$ cat src/rtl/alu_operand_sequencer.sv
// Operand/opcode capture front-end and result capture back-end for the lab-board ALU.
// One field is loaded per button press; the ALU result is latched one cycle after execute.
module alu_operand_sequencer #(
    parameter int unsigned ANCHO = 4
) (
    input  logic             clk_i,
    input  logic             rst_i,
    input  logic [ANCHO-1:0] sw_data_i,
    input  logic             sw_flag_i,
    input  logic             btn_i,
    input  logic [ANCHO-1:0] alu_result_i,
    input  logic             alu_flag_i,
    input  logic             alu_zero_i,
    output logic [ANCHO-1:0] alu_a_o,
    output logic [ANCHO-1:0] alu_b_o,
    output logic [3:0]       alu_control_o,
    output logic             alu_flagin_o,
    output logic [ANCHO-1:0] result_o,
    output logic             flag_o,
    output logic             zero_o,
    output logic             valid_o,
    output logic             err_o,
    output logic [2:0]       state_o
);

    localparam logic [2:0] LOAD_A  = 3'd0;
    localparam logic [2:0] LOAD_B  = 3'd1;
    localparam logic [2:0] LOAD_OP = 3'd2;
    localparam logic [2:0] EXEC    = 3'd3;
    localparam logic [2:0] SHOW    = 3'd4;

    localparam logic [3:0] MAX_OPCODE = 4'h9;

    // Button synchroniser (s1, s2) plus delay flop s3 for rising-edge detection.
    logic btn_s1;
    logic btn_s2;
    logic btn_s3;
    logic press;

    always_ff @(posedge clk_i) begin
        if (rst_i) begin
            btn_s1 <= 1'b0;
            btn_s2 <= 1'b0;
            btn_s3 <= 1'b0;
        end else begin
            btn_s1 <= btn_i;
            btn_s2 <= btn_s1;
            btn_s3 <= btn_s2;
        end
    end

    assign press = btn_s2 & ~btn_s3;

    logic [2:0]       state_q,   state_d;
    logic [ANCHO-1:0] a_q,       a_d;
    logic [ANCHO-1:0] b_q,       b_d;
    logic [3:0]       op_q,      op_d;
    logic             flagin_q,  flagin_d;
    logic [ANCHO-1:0] result_q,  result_d;
    logic             flag_q,    flag_d;
    logic             zero_q,    zero_d;
    logic             valid_q,   valid_d;
    logic             err_q,     err_d;
    logic [3:0]       sw_opcode;

    assign sw_opcode = sw_data_i[3:0];

    always_comb begin
        state_d  = state_q;
        a_d      = a_q;
        b_d      = b_q;
        op_d     = op_q;
        flagin_d = flagin_q;
        result_d = result_q;
        flag_d   = flag_q;
        zero_d   = zero_q;
        valid_d  = valid_q;
        err_d    = err_q;

        case (state_q)
            LOAD_A: begin
                if (press) begin
                    a_d     = sw_data_i;
                    state_d = LOAD_B;
                end
            end
            LOAD_B: begin
                if (press) begin
                    b_d     = sw_data_i;
                    state_d = LOAD_OP;
                end
            end
            LOAD_OP: begin
                if (press) begin
                    if (sw_opcode <= MAX_OPCODE) begin
                        op_d     = sw_opcode;
                        flagin_d = sw_flag_i;
                        err_d    = 1'b0;
                        state_d  = EXEC;
                    end else begin
                        err_d = 1'b1;
                    end
                end
            end
            EXEC: begin
                // ALU inputs have been stable for the whole cycle; presses here are dropped.
                result_d = alu_result_i;
                flag_d   = alu_flag_i;
                zero_d   = alu_zero_i;
                valid_d  = 1'b1;
                state_d  = SHOW;
            end
            SHOW: begin
                if (press) begin
                    valid_d = 1'b0;
                    state_d = LOAD_A;
                end
            end
            default: begin
                state_d = LOAD_A;
            end
        endcase
    end

    always_ff @(posedge clk_i) begin
        if (rst_i) begin
            state_q  <= LOAD_A;
            a_q      <= '0;
            b_q      <= '0;
            op_q     <= '0;
            flagin_q <= 1'b0;
            result_q <= '0;
            flag_q   <= 1'b0;
            zero_q   <= 1'b0;
            valid_q  <= 1'b0;
            err_q    <= 1'b0;
        end else begin
            state_q  <= state_d;
            a_q      <= a_d;
            b_q      <= b_d;
            op_q     <= op_d;
            flagin_q <= flagin_d;
            result_q <= result_d;
            flag_q   <= flag_d;
            zero_q   <= zero_d;
            valid_q  <= valid_d;
            err_q    <= err_d;
        end
    end

    assign alu_a_o       = a_q;
    assign alu_b_o       = b_q;
    assign alu_control_o = op_q;
    assign alu_flagin_o  = flagin_q;
    assign result_o      = result_q;
    assign flag_o        = flag_q;
    assign zero_o        = zero_q;
    assign valid_o       = valid_q;
    assign err_o         = err_q;
    assign state_o       = state_q;

endmodule

$ cat config.mk
export PLATFORM = sky130hd
export DESIGN_NAME = alu_operand_sequencer
export DESIGN_NICKNAME = d
export VERILOG_FILES = /design/src/rtl/alu_operand_sequencer.sv
export SDC_FILE = /design/constraint.sdc
export NUM_CORES = 1
export LEC_CHECK = 0
export ABC_AREA = 1
export CELL_PAD_IN_SITES_DETAIL_PLACEMENT = 0
export CELL_PAD_IN_SITES_GLOBAL_PLACEMENT = 2
export CORE_UTILIZATION = 23
export CTS_CLUSTER_SIZE = 16
export DETAILED_ROUTE_END_ITERATION = 10
export PLACE_DENSITY = 0.81
export RECOVER_POWER = 25
export SLEW_MARGIN = 10
export SYNTH_ARGS = -nofsm -noshare
export SYNTH_HDL_FRONTEND = slang
export SYNTH_SLANG_ARGS = --single-unit
$ cat constraint.sdc
create_clock -name clk_i -period 1.2 [get_ports clk_i]
set_input_delay 0.12 -clock clk_i [delete_from_list [all_inputs] [get_ports clk_i]]
set_output_delay 0.12 -clock clk_i [all_outputs]
set_load 0.02 [all_outputs]
==> impl_metrics.tcl <==
set metrics [dict create \
    p_total_mw 1.60 \
    synthCells 142 \
    synthTopCellsByArea "dfxtp_1 (52%), nor2_1 (17%), o21ai_0 (7.7%)" \
    die_w_um 69.1 \
    async_flop_share_pct 0 \
    dp_slack_ns -0.102 \
    path_cells "buf_4, nor3_2, nand2_1, o21ai_0, nor2_1" \
    synth_edf_count 0 \
    cts_hold_buf 0 \
    worst_pin_slew_ns 0.311 \
    numPortBuffers 37 \
    slew_violations 0 \
    critPathMaxFanout 7 \
    yosys_register_bits 27 \
    power_density_nw_per_um2 1030 \
    hold_viol 0 \
    end_kind "flip-flop" \
    num_vias 992 \
    max_stage_delay_ns 0.32 \
    ir_drop_mv 0.686 \
    hold_ws_ns 0.362 \
    cts.sinks 27 \
    antenna_found_initial 0 \
    synth_area_per_cell_um2 7.30 \
    via_per_inst 4.08 \
    io_pins 38 \
    gp_congestion 0.817 \
    die-height_um 69.1 \
    num-fill-cells 458 \
    maxSlewHeadroom_pct 79.2 \
    yosys.area.top_type "dfxtp_1" \
    leakagePower_nw 0.734 \
    critPathArrivalTime_ns 1.30 \
    criticalPathCategory "flip-flop to flip-flop" \
    grt_first_pass_wirelength_mm 4.16 \
    hp-class "input port to flip-flop" \
    track_usage_pct 10.6 \
    yosys_warnings 0 \
    avgRoutedWirePerCell_um 9.81 \
    synth_ff_type "dfxtp_1" \
    grt_pass1_vias 983 \
    finalWorstSetupSlack_ns 0.0699 \
    fin_crit_ns 1.13 \
    cts-root-buf "clkbuf_8" \
    cp_num_buf_inv 1 \
    clock_path_buffers 2 \
    synthMostInstantiatedCell "nor2_1" \
    final_util_pct 35.8 \
    maxCapViolCount 0 \
    clkLatencyLatePin_ns 0.26 \
    slowest_stage "dfxtp_1" \
    rows 24 \
    setup_violations 0 \
    nets 206 \
    dieArea_um2 4780 \
    place_hpwl_mm 1.91 \
    yosysTopAreaCellShare_pct 52.2 \
    syn_area_um2 1040 \
    syn_to_final_growth_pct 50.5 \
    grt_max_degree 15 \
    setup_total_negative_slack_ns 0 \
    max_clock_freq_mhz 885 \
    numCtsBuffers 3 \
    required_ns 1.37 \
    firstDrtPassIters 4 \
    drc_errors 0 \
    status "finished, final reports clean" \
    ant_nets 0 \
    skew_ns 0.00323 \
    cts_tree "built" \
    cts_htree_levels 1 \
    core_um2 4350 \
    rsz0062_at_grt "true" \
    start_util_pct 23.8 \
    synth_common_cells "nor2_1 (46), dfxtp_1 (27), inv_1 (16), o21ai_0 (16), nand2_1 (14)" \
    start_kind "flip-flop" \
    grt_overflow 0 \
    drtIter0Drc 33 \
    antenna_cells 0 \
    drive_gt1_share_pct 12.0 \
    clk_pin_slew_worst_paths_ns 0.09 \
    synth_cell_types 15 \
    synth.yosys.seq_area_share_pct 52.2 \
    critical_path.top_delay_family "simple AND/OR/NAND/NOR gates" \
    synth_nets 156 \
    fin_crit_sh_pct 94.2 \
    wl_mm 2.38 \
]
-- layout make-up --
class | instances | area, um2 | share of cell area [%]
flip-flops and latches | 27 | 542 | 34.8
multi-input cells | 95 | 430 | 27.6
repair buffers | 47 | 409 | 26.2
inverters | 18 | 67.6 | 4.33
well taps | 52 | 65.1 | 4.17
clock buffers | 4 | 45.0 | 2.89
-- worst paths after layout --
kind | slack [ns] | to | cells after the start | startpoint
worst min-delay path | 0.36 | btn_s1 | 3 | btn_i
worst max register to register | 0.07 | alu_b_o[2] | 5 | state_o[1]
worst min register to register | 0.41 | btn_s2 | 2 | btn_s1
worst max-delay path | 0.07 | alu_b_o[2] | 5 | state_o[1]
-- flip-flops by register name, summed over array words and instances (netlist names) --
| name | count |
|---|---|
| alu_a_o | 4 |
| alu_b_o | 4 |
| alu_control_o | 4 |
| result_o | 4 |
| state_o | 3 |
| alu_flagin_o | 1 |
| btn_s1 | 1 |
| btn_s2 | 1 |
| btn_s3 | 1 |
| err_o | 1 |
| flag_o | 1 |
| valid_o | 1 |
| zero_o | 1 |
-- placed cells by master (no fill, tap or decap) --
| cell type | count |
|---|---|
| clkinv_1 | 1 |
| clkbuf_1 | 3 |
| nand3_2 | 1 |
| clkdlybuf4s50_1 | 12 |
| nand2_1 | 14 |
| dlygate4sd2_1 | 22 |
| nor3_1 | 1 |
| dfxtp_1 | 26 |
| nand3_1 | 8 |
| nor3_2 | 1 |
| dfxtp_2 | 1 |
| a21oi_1 | 4 |
| nor2_1 | 46 |
| dlygate4sd3_1 | 1 |
| nor2_4 | 3 |
| nor2_2 | 1 |
| o21ai_1 | 3 |
| inv_1 | 14 |
| buf_4 | 9 |
| clkdlybuf4s15_2 | 1 |
| clkbuf_8 | 3 |
| inv_2 | 3 |
| o21ai_0 | 13 |
-- repair_timing --
| item | 4_1_cts | 5_1_grt |
|---|---|---|
| setup endpoints to repair | 24 | 20 |
| gates resized for setup | 27 | 9 |
| setup buffers | 0 | 0 |
-- per-stage QoR --
stage / instances / cell area, um2
global placement: 239 / 1540
floorplan: 142 / 1040
finish: 243 / 1560
CTS: 243 / 1560
detailed placement: 239 / 1540
global route: 243 / 1560
-- worst register-to-register path, cell delays in order, from the launching register on --
cell and delay [ns]:
dfxtp_1 0.32, buf_4 0.15, nor3_2 0.18, nand2_1 0.14, o21ai_0 0.19, nor2_1 0.05
-- where the power goes --
part | leakage [nW] | internal [mW] | switching (mW)
combinational | 0.492 | 0.0886 | 0.0869
sequential | 0.219 | 0.912 | 0.00993
clock | 0.0228 | 0.237 | 0.266
total | 0.734 | 1.24 | 0.363
-- cells by family (layout without fill, tap and decap cells) --
kind of cell | count (synthesis) | count (layout) | synth area share [%]
flip-flops | 27 | 27 | 52.2
buffers and inverters | 20 | 69 | 7.25
AO/OA/AOI/OAI | 20 | 20 | 9.66
AND/OR/NAND/NOR | 75 | 75 | 30.9
-- routing by layer --
| metal | wire length [um] | global-route usage (%) | up-vias | share of wire, % |
|---|---|---|---|---|
| li1 | - | - | 539 | - |
| met1 | 1210 | 13.2 | 440 | 51 |
| met2 | 1100 | 17.8 | 11 | 46 |
| met3 | 64 | 3.51 | 2 | 2.7 |
| met4 | 17 | 2.04 | 0 | 0.71 |
| met5 | 0 | 0 | - | 0 |
Power figures use the tool's default switching activity.
